===== config.mk =====
export PLATFORM = sky130hd
export DESIGN_NAME = pll_lock_ctrl
export DESIGN_NICKNAME = d
export VERILOG_FILES = /design/src/rtl/pll_ctrl_pkg.sv /design/src/rtl/sync_2ff.sv /design/src/rtl/pll_lock_ctrl.sv
export SDC_FILE = /design/constraint.sdc
export NUM_CORES = 1
export LEC_CHECK = 0
export ABC_AREA = 1
export CORE_MARGIN = 1.5
export CORE_UTILIZATION = 45
export DETAILED_ROUTE_END_ITERATION = 12
export HOLD_SLACK_MARGIN = 0.05
export SYNTH_ARGS = -nofsm -noshare
export SYNTH_HDL_FRONTEND = slang
export SYNTH_SLANG_ARGS = --single-unit

===== constraint.sdc =====
create_clock -name clkin -period 3.3 [get_ports clkin]
set_input_delay 0.33 -clock clkin [delete_from_list [all_inputs] [get_ports clkin]]
set_output_delay 0.33 -clock clkin [all_outputs]
set_load 0.01 [all_outputs]

===== src/rtl/pll_ctrl_pkg.sv =====
// Shared types and sizing helpers for the PLL bring-up sequencer.
package pll_ctrl_pkg;

   typedef enum logic [2:0] {
      PRST = 3'd0,
      WAIT = 3'd1,
      STAB = 3'd2,
      RUN  = 3'd3,
      FAIL = 3'd4
   } state_t;

   localparam int RETRY_W = 4;

   // One spare bit above the largest terminal count keeps the compare headroom simple.
   function automatic int cnt_width(input int a, input int b, input int c);
      int m;
      m = a;
      if (b > m) m = b;
      if (c > m) m = c;
      return $clog2(m) + 1;
   endfunction

endpackage


===== src/rtl/sync_2ff.sv =====
// Generic two-flop synchroniser for signals arriving asynchronously to clk.
module sync_2ff #(
   parameter int W = 1
) (
   input  logic         clk,
   input  logic         reset,
   input  logic [W-1:0] d,
   output logic [W-1:0] q
);

   logic [W-1:0] meta_r;

   // First stage may go metastable; second stage hands a settled value to the fabric.
   always_ff @(posedge clk or posedge reset) begin
      if (reset) begin
         meta_r <= {W{1'b0}};
         q      <= {W{1'b0}};
      end else begin
         meta_r <= d;
         q      <= meta_r;
      end
   end

endmodule


===== src/rtl/pll_lock_ctrl.sv =====
// PLL bring-up sequencer on the crystal clock: PLL reset pulse, lock wait, debounce, supervision.
// Optional lock-loss counter output enabled by defining PLL_LOCK_LOSS_CNT_EN.
module pll_lock_ctrl
   import pll_ctrl_pkg::*;
#(
   parameter int RST_CYCLES   = 24,
   parameter int LOCK_TIMEOUT = 240000,
   parameter int LOCK_STABLE  = 2400,
   parameter int MAX_RETRY    = 3
) (
   input  logic               clkin,
   input  logic               reset,
   input  logic               pll_lock,
   input  logic               relock_req,
   output logic               pll_reset,
   output logic               rst_out,
   output logic               locked,
   output logic               fail,
   output logic [RETRY_W-1:0] retry_cnt
`ifdef PLL_LOCK_LOSS_CNT_EN
   ,
   output logic [7:0]         loss_cnt
`endif
);

   localparam int CW = cnt_width(RST_CYCLES, LOCK_TIMEOUT, LOCK_STABLE);

   localparam logic [CW-1:0]      CNT_ZERO  = {CW{1'b0}};
   localparam logic [CW-1:0]      CNT_ONE   = CW'(1);
   localparam logic [CW-1:0]      RST_LAST  = CW'(RST_CYCLES - 1);
   localparam logic [CW-1:0]      TMO_LAST  = CW'(LOCK_TIMEOUT - 1);
   localparam logic [CW-1:0]      STB_LAST  = CW'(LOCK_STABLE - 1);
   localparam logic [RETRY_W-1:0] RETRY_MAX = RETRY_W'(MAX_RETRY);

   state_t             state_r;
   logic [CW-1:0]      cnt_r;
   logic               lk_s;
   logic [RETRY_W-1:0] retry_nxt_s;

   sync_2ff #(.W(1)) u_lock_sync (
      .clk   (clkin),
      .reset (reset),
      .d     (pll_lock),
      .q     (lk_s)
   );

   // Retry count a timeout in WAIT would commit.
   always_comb begin
      retry_nxt_s = retry_cnt + 4'd1;
   end

   // Sequencer: state, shared cycle counter and all registered outputs move together.
   always_ff @(posedge clkin or posedge reset) begin
      if (reset) begin
         state_r   <= PRST;
         cnt_r     <= CNT_ZERO;
         pll_reset <= 1'b1;
         rst_out   <= 1'b1;
         locked    <= 1'b0;
         fail      <= 1'b0;
         retry_cnt <= 4'd0;
      end else begin
         case (state_r)
            PRST: begin
               rst_out <= 1'b1;
               locked  <= 1'b0;
               if (cnt_r == RST_LAST) begin
                  state_r   <= WAIT;
                  cnt_r     <= CNT_ZERO;
                  pll_reset <= 1'b0;
               end else begin
                  cnt_r     <= cnt_r + CNT_ONE;
                  pll_reset <= 1'b1;
               end
            end
            // A lock arriving on the timeout cycle takes priority over the retry.
            WAIT: begin
               if (lk_s) begin
                  state_r <= STAB;
                  cnt_r   <= CNT_ZERO;
               end else if (cnt_r == TMO_LAST) begin
                  retry_cnt <= retry_nxt_s;
                  cnt_r     <= CNT_ZERO;
                  pll_reset <= 1'b1;
                  if (retry_nxt_s == RETRY_MAX) begin
                     state_r <= FAIL;
                     fail    <= 1'b1;
                  end else begin
                     state_r <= PRST;
                  end
               end else begin
                  cnt_r <= cnt_r + CNT_ONE;
               end
            end
            STAB: begin
               if (!lk_s) begin
                  state_r <= WAIT;
                  cnt_r   <= CNT_ZERO;
               end else if (cnt_r == STB_LAST) begin
                  state_r   <= RUN;
                  cnt_r     <= CNT_ZERO;
                  locked    <= 1'b1;
                  rst_out   <= 1'b0;
                  retry_cnt <= 4'd0;
               end else begin
                  cnt_r <= cnt_r + CNT_ONE;
               end
            end
            RUN: begin
               if (!lk_s || relock_req) begin
                  state_r   <= PRST;
                  cnt_r     <= CNT_ZERO;
                  pll_reset <= 1'b1;
                  rst_out   <= 1'b1;
                  locked    <= 1'b0;
               end else begin
                  cnt_r <= CNT_ZERO;
               end
            end
            FAIL: begin
               if (relock_req) begin
                  state_r   <= PRST;
                  cnt_r     <= CNT_ZERO;
                  fail      <= 1'b0;
                  retry_cnt <= 4'd0;
               end else begin
                  cnt_r <= CNT_ZERO;
               end
            end
            default: begin
               state_r   <= PRST;
               cnt_r     <= CNT_ZERO;
               pll_reset <= 1'b1;
               rst_out   <= 1'b1;
               locked    <= 1'b0;
               fail      <= 1'b0;
               retry_cnt <= 4'd0;
            end
         endcase
      end
   end

`ifdef PLL_LOCK_LOSS_CNT_EN
   // Counts only lock drops seen in RUN; requested relocks are deliberate and excluded.
   always_ff @(posedge clkin or posedge reset) begin
      if (reset) begin
         loss_cnt <= 8'd0;
      end else if ((state_r == RUN) && !lk_s && (loss_cnt != 8'hFF)) begin
         loss_cnt <= loss_cnt + 8'd1;
      end else begin
         loss_cnt <= loss_cnt;
      end
   end
`endif

endmodule


# Word-level counts from Yosys, hierarchy flattened
# Cells that the tools add are included.
[op_classes] div=0 reduce_logical=12 magnitude_cmp=0 multipliers=0 shifts=0 bitwise=4 add_sub_neg=2 muxes=38 eq_ne=18
[ops] operator="two-way mux 19 bit" count=5
[ops] operator="case mux 19 bit (3 select lines)" count=1
[ops] operator="two-way mux 3 bit" count=8
[ops] operator="two-way mux 4 bit" count=5
[ops] operator="adder 19 x 1 -> 19 bit, second input constant" count=1
[ops] operator="== test 19 x 12 -> 1 bit, second input constant" count=1
[ops] operator="== test 19 x 18 -> 1 bit, second input constant" count=1
[ops] operator="== test 19 x 5 -> 1 bit, second input constant" count=1
[ops] operator="case mux 4 bit (4 select lines)" count=1
[ops] operator="case mux 3 bit (5 select lines)" count=1
[ops] operator="inequality test 2 bit, second input constant" count=7
[ops] operator="two-way mux 1 bit" count=13
[ops] operator="AND reduction 5 bit" count=2
[ops] operator="case mux 1 bit (3 select lines)" count=3
[ops] operator="AND reduction 4 bit" count=2
[ops] operator="== test 3 x 2 -> 1 bit, second input constant" count=2
[ops] operator="AND reduction 6 bit" count=1
[ops] operator="OR reduction 2 bit" count=3
[ops] operator="adder 4 x 1 -> 4 bit, second input constant" count=1
[ops] operator="== test 4 x 2 -> 1 bit, second input constant" count=1
[ops] operator="NOT 1 bit" count=4
[ops] operator="case mux 1 bit (4 select lines)" count=1
[ops] operator="== test 3 x 1 -> 1 bit, second input constant" count=1
[ops] operator="== test 3 bit, second input constant" count=1
[ops] operator="7 further kinds" count=7
[totals] rom_bits=0 latchBits=0 memories=0 register_bits=32 mem_bits_rw=0

# Depth between registers and ports, before layout
# Gate-level depths: netlist of run 1.
[depth] word_depth=6 mapped_depth=11 depth_no_buf=11

# By module
# Synthesis of run 1 repeated with hierarchy kept, for this count alone.
[unflattened] cells_unflattened=268 hier_area_um2=1959.4
[modules_own_cells] module="pll_lock_ctrl" cells_each=265 area_each_um2=1905.6 instances=1
[modules_own_cells] module="sync_2ff" cells_each=3 area_each_um2=53.8 instances=1

# Least setup slack after synthesis of run 1
# OpenSTA, ideal clock, no wires.
[synth_path] path_kind="reg2reg" start="register cnt_r[0]" end="register cnt_r[13]" period_less_slack_ps=1506 setup_time_ps=113 setup_slack_ps=1794 path_stages_with_launch=12 arrival_ps=1393 path_cell_list="dfrtp_1 ha_1 nand2_2 nor2_4 nand2_2 clkinv_2 nand3_2 nand2_2 nand3_4 buf_6 nand2_1 inv_1"
[synth_via] elab_chain_cells=4 word_cells_on_any_way=10 cone_classes="add/sub: 1; eq/ne: 3; mux: 6"
[synth_lines] item="start, declared" line="pll_lock_ctrl.sv:36" rtl="logic [CW-1:0] cnt_r;"
[synth_lines] item="start signal, assigned" line="pll_lock_ctrl.sv:72" rtl="cnt_r <= cnt_r + CNT_ONE;"
[synth_lines] item="start signal, assigned" line="pll_lock_ctrl.sv:92" rtl="cnt_r <= cnt_r + CNT_ONE;"
[synth_lines] item="start signal, assigned" line="pll_lock_ctrl.sv:106" rtl="cnt_r <= cnt_r + CNT_ONE;"
[synth_lines] item="adder 19 x 1 -> 19 bit, or another cell as far along" line="pll_lock_ctrl.sv:72, pll_lock_ctrl.sv:92, pll_lock_ctrl.sv:106"
[synth_lines] item="two-way mux 19 bit (on tied branches)" line="pll_lock_ctrl.sv:99, pll_lock_ctrl.sv:81"
[synth_lines] item="two-way mux 19 bit (on tied branches)" line="pll_lock_ctrl.sv:96, pll_lock_ctrl.sv:78"
[synth_lines] item="case mux 19 bit (3 select lines) *" line="pll_lock_ctrl.sv:63" rtl="case (state_r)"
# Every way passes the cells marked *; elsewhere a longest branch is shown, timed or not.
# A chain may end at the register's enable or synchronous reset.

# Final worst setup path of run 1
[layout_path] start="register cnt_r[0]" end="register cnt_r[4]"
# Same word-level chain as after synthesis.

==> results of run 1 <==
sequential cells by signal, indices dropped and copies added (netlist names):
name	cells
pll_reset	1
cnt_r	19
locked	1
state_r	3
u_lock_sync.q	1
retry_cnt	4
fail	1
rst_out	1
u_lock_sync.meta_r	1
critical path, stage by stage (launching register included):
cell and delay [ns]:
dfrtp_1 0.40, ha_1 0.19, nand2_2 0.09, inv_1 0.09, nand2_1 0.05, nor2_1 0.09, nand3_1 0.11, nand2_1 0.18
nand3_4 0.24, and3_2 0.26
layout by cell type (no fill, tap or decap), drive strengths merged, types with 3 or more instances in the layout:
| cell type | netlist | layout |
|---|---|---|
| ha | 3 | 3 |
| nand3 | 25 | 25 |
| nor3 | 8 | 8 |
| xor2 | 5 | 5 |
| clkdlybuf4s50 | 0 | 11 |
| nand4 | 12 | 12 |
| nor2 | 36 | 36 |
| dfrtp | 30 | 30 |
| inv | 43 | 43 |
| o21ai | 8 | 8 |
| a21oi | 3 | 3 |
| clkbuf | 1 | 6 |
| nand2 | 68 | 68 |
| or2 | 4 | 4 |
| and3 | 7 | 7 |
final timing paths:
path / from / end
setup / recovery: cnt_r[0]$_DFF_PP0_ / cnt_r[4]$_DFF_PP0_
hold / removal: u_lock_sync.meta_r$_DFF_PP0_ / u_lock_sync.q$_DFF_PP0_
setup reg to reg: cnt_r[0]$_DFF_PP0_ / cnt_r[4]$_DFF_PP0_
hold reg to reg: u_lock_sync.meta_r$_DFF_PP0_ / u_lock_sync.q$_DFF_PP0_
max in group asynchronous: reset / pll_reset$_DFFE_PP1P_
min in group asynchronous: reset / cnt_r[14]$_DFF_PP0_
through the flow:
stage | setup slack, ns | hold slack (ns) | cell area, um2 | power [mW] | util [%]
detailed placement | 1.48 | 0.336 | 2110 | 0.984 | 51.6
CTS | 1.46 | 0.351 | 2210 | 1.35 | 54.2
floorplan | 1.79 | 0.331 | 1940 | 0.852 | -
global placement | 1.51 | 0.334 | 2110 | 0.981 | 51.6
finish | 1.48 | 0.351 | 2210 | 1.34 | 54.2
global route | 1.34 | 0.363 | 2210 | 1.43 | 54.2
per-layer routing:
| layer | vias to the layer above | global-route usage [%] | routed length, um |
|---|---|---|---|
| met1 | 731 | 26.8 | 2030 |
| met4 | 0 | 7.84 | 62 |
| met3 | 6 | 4.06 | 135 |
| li1 | 864 | - | - |
| met5 | - | 0 | 0 |
| met2 | 24 | 27.6 | 1650 |
cells by family after synthesis:
kind of cell    Yosys count  synth area share, %
compound gates           13                 3.67
xor+xnor                  6                 2.70
simple gates            162                 41.0
flops                    32                 41.3
fa+ha+maj                 3                 1.93
buf+inv                  46                 9.40
layout make-up:
class,count,area (um2),share of cell area (%)
multi-input combinational,184,957,43.2
sequential,32,803,36.3
inverter,44,166,7.51
timing repair buffer,12,118,5.31
clock buffer,6,72.6,3.28
tap,50,62.6,2.82
clock inverter,2,35.0,1.58
power by group through the flow:
stage | Combinational [mW] | Clock [mW] | Sequential [mW]
final | 0.455 | 0.369 | 0.519
after global routing | 0.513 | 0.394 | 0.527
after CTS | 0.459 | 0.373 | 0.519
after detailed placement | 0.457 | 0 | 0.526
after global placement | 0.455 | 0 | 0.526
after floorplan | 0.322 | 0 | 0.530
==> impl_results.md, run 1 <==
- H-tree Lvls: 2
- Count of cell types in the netlist: 28
- Residual DRC count: 0
- Placer Congestion: 0.945
- Syn_nets: 269
- Post-CTS Setup Bufs: 0
- DIE AREA: 4720 um2
- Sequential power share: 38.6%
- Longest Clk Path Bufs: 2
- Largest net degree at the start of global routing: 33
- Post-synth top flop: dfrtp_1
- # port buffers: 11
- RSZ-0062 raised after global routing: no
- Clock Latency Late Sink: 0.29 ns
- Sink Count: 32
- Comb pwr share: 33.9%
- Post-synth top area cell: dfrtp_1
- YS warnings: 0
- Post-Syn Area: 1940 um2
- Antenna diode count: 0
- Most frequent cell after synthesis: nand2_1
- Register area share after synthesis: 41.3%
- Switch share: 36.1%
- Hold Path Class: flop to flop
- CP required: 3.48 ns
- Clk slew on worst S/H paths: 0.07 ns
- Worst-path fanout max: 18
- Register bit total from synthesis: 32
- Clock power frac: 27.5%
- Nets: 286
- Max Cap Viol: 0
- Total track usage: 18.9%
- Fmax: 551 MHz
- PD cells: 606 nW/um2
- Hold Path Depth: 0
- Post-synth ARST share: 100%
- EDFF count, synth: 0
- Synth-to-Final Area Change: 14.0%
- Reg2reg setup slack: 1.48 ns
- Worst EP arrival: 1.99 ns
- Final min period: 1.82 ns
- Final hold vios: 0
- Core area: 4090 um2
- Crit start category: flop
- Ports: 12
- DR vias/cell: 4.92
- Post-route setup TNS: 0 ns
- Outcome: complete, no violations
- Grt ovf: 0
- DR WL/cell: 11.8 um
- Ranking of synthesized cells by area: dfrtp_1, nand2_1, inv_1
- Ratio of cells with drive above 1 in the final layout: 14.3%
- Fin cells: 330
- Number of CTS-inserted buffers: 5
- Max transition margin: 73.0%
- Std cell rows: 23
- Worst setup EP type: flop
- DRT iter0 DRCs: 72
- Initial Util: 47.6%
- Post-synth top area share: 38.6%
- Detail Route Antenna Nets: 0
- Via count: 1625
- Reg2Reg Depth: 9
- Global-route wire length before repair: 6.61 mm
- Fill cells: 425
- Setup Skew: 0.00689 ns
- Peak supply drop: 0.000284 V
- Leakage power: 1.14 nW
- Post-Place Cells: 322
- Worst-Margin Slew: 0.402 ns
- Width of the die: 68.7 um
- Final clock period utilization by the worst path: 55.0%
- Die Y: 68.7 um
- DP HPWL: 2.94 mm
- Crit Path Class: flop to flop
- Cts hold-fix bufs: 0
- First-pass DRT Iterations: 4
- NetSw: 0.485 mW
- Root buf cell: clkbuf_8
- Number of global-route vias before repair: 1519
- Post-Route WL: 3.88 mm
- Final Setup Violations: 0
- CTS tree: done
- Commonest cells in the netlist: nand2_1, inv_1, nor2_1
- Antenna violations before repair: 0
- Synth Instances: 262
- Int Pwr: 0.858 mW
- Max-slew violation count: 0
- PostCTS Resize Cnt: 0
- Syn Area/Cell: 7.42 um2
Note: power is estimated with default switching activity, not from simulation.
==> run 2, diff against run 1 <==
PLACE_DENSITY = 0.66   (was unset)
clock period = 1.55 ns   (was 3.3 ns; I/O delays follow)
==> impl_results.md, run 2 (synthesis gave the netlist of run 1 again) <==
- Top Family by Delay on Critical Path: simple AND/OR/NAND/NOR gates
- DRT iter0 DRCs: 105 (+46%)
- First-pass DRT Iterations: 4 (unchanged)
- Sink Count: 32 (unchanged)
- Largest net degree at the start of global routing: 33 (unchanged)
- DR vias/cell: 5.13 (+4.3%)
- CP required: 1.74 ns (-1.74 ns)
- Peak supply drop: 0.000832 V (+190%)
- Most frequent cells in the layout: nand2_1, inv_1, buf_4, dfrtp_1, nor2_1
- Biggest registers after layout: cnt_r: 19 flops, retry_cnt: 4 flops, state_r: 3 flops
- Initial Util: 47.6% (unchanged)
- Width of the die: 68.7 um (unchanged)
- Ratio of cells with drive above 1 in the final layout: 38.3% (+24 points)
- Leakage power: 1.41 nW (+23%)
- Reg2Reg Depth: 10 (+1)
- Clock Latency Late Sink: 0.29 ns (about the same)
- Clk slew on worst S/H paths: 0.07 ns (about the same)
- Worst EP arrival: 1.78 ns (-0.21 ns)
- Worst path most repeated cell: nand3_2
- Nets: 327 (+14%)
- R2r endpoint: cnt_r[8]$_DFF_PP0_
- DIE AREA: 4720 um2 (unchanged)
- Fmax: 629 MHz (+14%)
- Slack of the critical path: -0.0400 ns (-1.52 ns)
- Worst-path fanout max: 5 (-13)
- Cell Chain, Critical Path: ha_4 -> nand2_4 -> inv_4 -> nand2_2 -> nor2_4 -> nand3_2 -> nand2_4 -> nand3_2 -> nand3_2 -> inv_1
- CP peak stage delay: 0.39 ns (about the same)
- # port buffers: 11 (unchanged)
- Antenna diode count: 0 (unchanged)
- DR WL/cell: 12.9 um (+9.9%)
- Hold Slack: 0.238 ns (-0.113 ns)
- Worst setup EP type: flop
- CP bufs+invs: 2 (+1)
- Max-slew violation count: 0 (unchanged)
- Final min period: 1.59 ns (-0.226 ns)
- Global-route wire length before repair: 7.53 mm (+14%)
- Total track usage: 21.6% (+2.8 points)
- Core area: 4090 um2 (unchanged)
- Setup Skew: 0.00286 ns (-0.00404 ns)
- DP HPWL: 3.13 mm (+6.6%)
- Root buf cell: clkbuf_8
- Crit start category: flop
- Final hold vios: 0 (unchanged)
- Synth-to-Final Area Change: 44.3%
- Core Util, Final: 68.6% (+14 points)
- Residual DRC count: 0 (unchanged)
- Post-Route WL: 4.79 mm (+24%)
- Reg2reg setup slack: -0.04 ns (-1.52 ns)
- Fin cells: 371 (+12%)
- Pwr Total: 3.49 mW (+160%)
- Max Cap Viol: 0 (unchanged)
- Crit path launch: cnt_r[1]$_DFF_PP0_
- Antenna violations before repair: 0 (unchanged)
- Final clock period utilization by the worst path: 103% (+48 points)
- Max transition margin: 73.4% (+0.46 points)
- Longest Clk Path Bufs: 2 (unchanged)
- Largest register by flop count: cnt_r
- Crit Path Class: flop to flop
- Grt ovf: 0 (unchanged)
- H-tree Lvls: 2 (unchanged)
- Placer Congestion: 0.860 (-9.0%)
- Worst-Margin Slew: 0.399 ns (-0.00383 ns)
- RSZ-0062 raised after global routing: yes
- Die Y: 68.7 um (unchanged)
- Final Setup Violations: 17 (+17)
- FF-to-FF Start: cnt_r[1]$_DFF_PP0_
- Largest register FFs: 19 (unchanged)
- Detail Route Antenna Nets: 0 (unchanged)
- Std cell rows: 23 (unchanged)
- Hold Path Class: primary input to async pin
- Crit-path slowest cell: dfrtp_1
- Failing checks: setup timing
- Number of CTS-inserted buffers: 5 (unchanged)
- Number of global-route vias before repair: 1726 (+14%)
- Outcome: finished, violations left
- CTS tree: done
- Ports: 12 (unchanged)
- Most common cell after layout, fill and taps aside: nand2_1
- Cts hold-fix bufs: 0 (unchanged)
- Post-Place Cells: 355 (+10%)
- Via count: 1905 (+17%)
- PD cells: 1250 nW/um2 (+110%)
==> run 2: what timing repair did <==
item                                    4_1_cts  5_1_grt
cloned                                        2        1
buffers inserted                              5        3
gates resized for setup                      26       54
endpoints found under the setup margin       27       30
pin swaps                                     9       25
==> run 2: worst max path at each step <==
stage	endpoint	slack, ns	cells after the start
CTS	cnt_r[16]$_DFF_PP0_	-0.03	10
detailed placement	cnt_r[2]$_DFF_PP0_	-0.17	9
global placement	cnt_r[3]$_DFF_PP0_	-0.1	9
finish	cnt_r[8]$_DFF_PP0_	-0.04	10
floorplan	cnt_r[13]$_DFF_PP0_	0.04	11
global route	state_r[0]$_DFFE_PP0P_	-0.16	11
==> run 2: worst min-delay path, cell delays in order <==
cell	delay (ns)
clkdlybuf4s50_1	0.39
inv_1	0.05
buf_4	0.36
==> run 2: where the power goes <==
part	leakage (nW)	internal [mW]	switching, mW
clock	0.0541	0.475	0.337
combinational	0.926	0.662	0.909
sequential	0.428	0.983	0.127
total	1.41	2.12	1.37
==> run 2: cell type report <==
type,instances,area (um2)
clock inverter,3,42.5
clock buffer,5,68.8
fill,348,1280
multi-input combinational,187,1230
tap,50,62.6
inverter,44,174
timing repair buffer,50,425
sequential,32,803
==> run 2: metal layers <==
metal  part of all wire, %  global-route usage, %
met3                   5.1                   5.52
met1                    48                   29.2
met4                   1.4                   7.11
met5                     0                      0
met2                    45                   33.8
==> run 2: stage by stage <==
step | area, um2 | TNS [ns] | worst slack [ns]
after CTS | 2600 | -0.174 | -0.0327
after global routing | 2800 | -3.11 | -0.157
final | 2800 | -0.382 | -0.0400
after detailed placement | 2350 | -2.57 | -0.175
after global placement | 2350 | -1.08 | -0.100
after floorplan | 1940 | 0 | 0.0441
==> run 3, diff against run 2 <==
==> constraint.sdc (replaced) <==
create_clock -name clkin -period 1.55 [get_ports clkin]
set_input_delay 0.31 -clock clkin [delete_from_list [all_inputs] [get_ports clkin]]
set_output_delay 0.31 -clock clkin [all_outputs]
set_load 0.01 [all_outputs]
==> impl_results.md, run 3 (synthesis gave the netlist of run 1 again) <==
- Outcome: finished, violations left
- Failing checks: setup timing
- Hold Path Origin: u_lock_sync.meta_r$_DFF_PP0_
- Final Setup Violations: 22 (+5)
- Reg2Reg Depth: 10 (unchanged)
- Crit Path Class: flop to flop
- H-tree Lvls: 2 (unchanged)
- Total track usage: 24.0% (+2.3 points)
- Design area: 2770 um2 (-1.4%)
- Detail Route Antenna Nets: 0 (unchanged)
- Hold Path Depth: 0
- RSZ-0062 raised after global routing: yes
- Largest net degree at the start of global routing: 33 (unchanged)
- Die Y: 68.7 um (unchanged)
- Final hold vios: 0 (unchanged)
- Fmax: 623 MHz (-0.88%)
- Worst-path fanout max: 5 (unchanged)
- FF-to-FF Start: cnt_r[0]$_DFF_PP0_
- Crit path launch: cnt_r[0]$_DFF_PP0_
- CTS tree: done
- DR vias/cell: 5.25 (+2.3%)
- Crit start category: flop
- Clock Latency Late Sink: 0.29 ns (about the same)
- Width of the die: 68.7 um (unchanged)
- Most common cell after layout, fill and taps aside: nand2_1
- Antenna diode count: 0 (unchanged)
- Most frequent cells in the layout: nand2_1, buf_4, inv_1, nor2_1, dfrtp_1
- First-pass DRT Iterations: 4 (unchanged)
- Cell Area, Placed: 2390 um2 (+1.5%)
- Reg2reg setup slack: -0.05 ns (about the same)
- PD cells: 1250 nW/um2 (about the same)
- Post-route setup TNS: -0.504 ns (-0.122 ns)
- Global-route wire length before repair: 8.42 mm (+12%)
- CP required: 1.73 ns (about the same)
- Peak supply drop: 0.000802 V (-3.6%)
- Max-slew violation count: 0 (unchanged)
- Number of global-route vias before repair: 1927 (+12%)
- Synth-to-Final Area Change: 42.3%
- DR WL/cell: 13.2 um (+2.4%)
- Grt ovf: 0 (unchanged)
- Largest register by flop count: cnt_r
- R2r endpoint: cnt_r[2]$_DFF_PP0_
- Residual DRC count: 0 (unchanged)
- DIE AREA: 4720 um2 (unchanged)
- Leakage power: 1.45 nW (+2.9%)
- Antenna violations before repair: 0 (unchanged)
- Max Cap Viol: 0 (unchanged)
- Final clock period utilization by the worst path: 103% (+0.91 points)
- Via count: 1985 (+4.2%)
- DRT iter0 DRCs: 148 (+41%)
- Setup Skew: 0.00697 ns (+0.00411 ns)
- Max transition margin: 78.4% (+5.0 points)
- Slack of the critical path: -0.0540 ns (-0.0141 ns)
- # port buffers: 11 (unchanged)
- Placer Congestion: 0.875 (+1.8%)
- Worst-Margin Slew: 0.321 ns (-0.0775 ns)
- Clk slew on worst S/H paths: 0.07 ns (about the same)
- Largest register FFs: 19 (unchanged)
- Post-Route WL: 5.00 mm (+4.3%)
- Std cell rows: 23 (unchanged)
- Longest Clk Path Bufs: 2 (unchanged)
- Final min period: 1.60 ns (+0.0141 ns)
- Nets: 334 (+2.1%)
- Initial Util: 47.6% (unchanged)
- Number of CTS-inserted buffers: 5 (unchanged)
- Pwr Total: 3.44 mW (-1.4%)
- Cts hold-fix bufs: 0 (unchanged)
- Root buf cell: clkbuf_8
- Biggest registers after layout: cnt_r: 19 flops, retry_cnt: 4 flops, state_r: 3 flops
- WHS Endpoint: u_lock_sync.q$_DFF_PP0_
- Ports: 12 (unchanged)
- Sink Count: 32 (unchanged)
- Hold Path Class: flop to flop
- DP HPWL: 3.19 mm (+1.9%)
- Core area: 4090 um2 (unchanged)
- Worst EP arrival: 1.79 ns (about the same)
- Ratio of cells with drive above 1 in the final layout: 34.1% (-4.2 points)
- Worst setup EP type: flop
run 3: changes by cell type in the layout (fill, tap and decap cells not counted), moves of 4 or more:
cell,before,now
buf_4,33,42
nand2_1,47,53
nand3_2,15,9
nand3_1,9,14
nor2_1,25,30
clkdlybuf4s50_1,11,7
nand2_4,8,4
run 3: layer usage:
layer  vias to the layer above  share of wire (%)  GRT usage, %
met5                         -                  0             0
met4                         0                2.6          10.3
met3                        19                4.4          4.06
met2                        59                 47          38.6
met1                       934                 45          31.7
li1                        973                  -             -
run 3: worst max path at each step:
stage | endpoint | slack [ns] | depth (start not counted)
3_3_place_gp | cnt_r[9]$_DFF_PP0_ | -0.10 | 9
6_report | cnt_r[2]$_DFF_PP0_ | -0.05 | 10
3_5_place_dp | cnt_r[2]$_DFF_PP0_ | -0.19 | 9
4_1_cts | cnt_r[2]$_DFF_PP0_ | -0.06 | 9
5_1_grt | retry_cnt[0]$_DFFE_PP0P_ | -0.15 | 11
2_1_floorplan | cnt_r[13]$_DFF_PP0_ | 0.04 | 11
run 3: critical path, stage by stage, from the launching register on:
cell     delay (ns)
dfrtp_1        0.35
ha_2           0.20
nand2_4        0.08
inv_4          0.07
nand2_1        0.04
nor2_1         0.09
nand3_1        0.12
nand2_2        0.11
buf_6          0.12
nand3_4        0.11
and3_2         0.20
run 3: what timing repair did:
action,4_1_cts,5_1_grt
cloned,3,0
gates resized for setup,38,18
buffers inserted,6,4
endpoints found under the setup margin,32,32
pin swaps,18,9
run 3: cell type report:
cell class              count  area [um2]
repair buffers             57         478
fillers                   321        1320
well taps                  50        62.6
flip-flops and latches     32         803
clock inverters             2        35.0
multi-input cells         187        1140
clock buffers               6        72.6
inverters                  44         169
run 3: power by group:
part	internal [mW]	switching, mW	total (mW)
combinational	0.691	0.884	1.58
clock	0.476	0.305	0.782
sequential	0.983	0.103	1.09
run 3: per-stage QoR:
step,hold slack (ns),setup slack (ns),std cells,utilization (%)
final,0.348,-0.0540,378,67.7
after global routing,0.372,-0.153,378,67.7
after CTS,0.352,-0.0621,375,65.9
after detailed placement,0.335,-0.193,358,58.5
after global placement,0.334,-0.101,358,58.5
after floorplan,0.331,0.0441,262,-
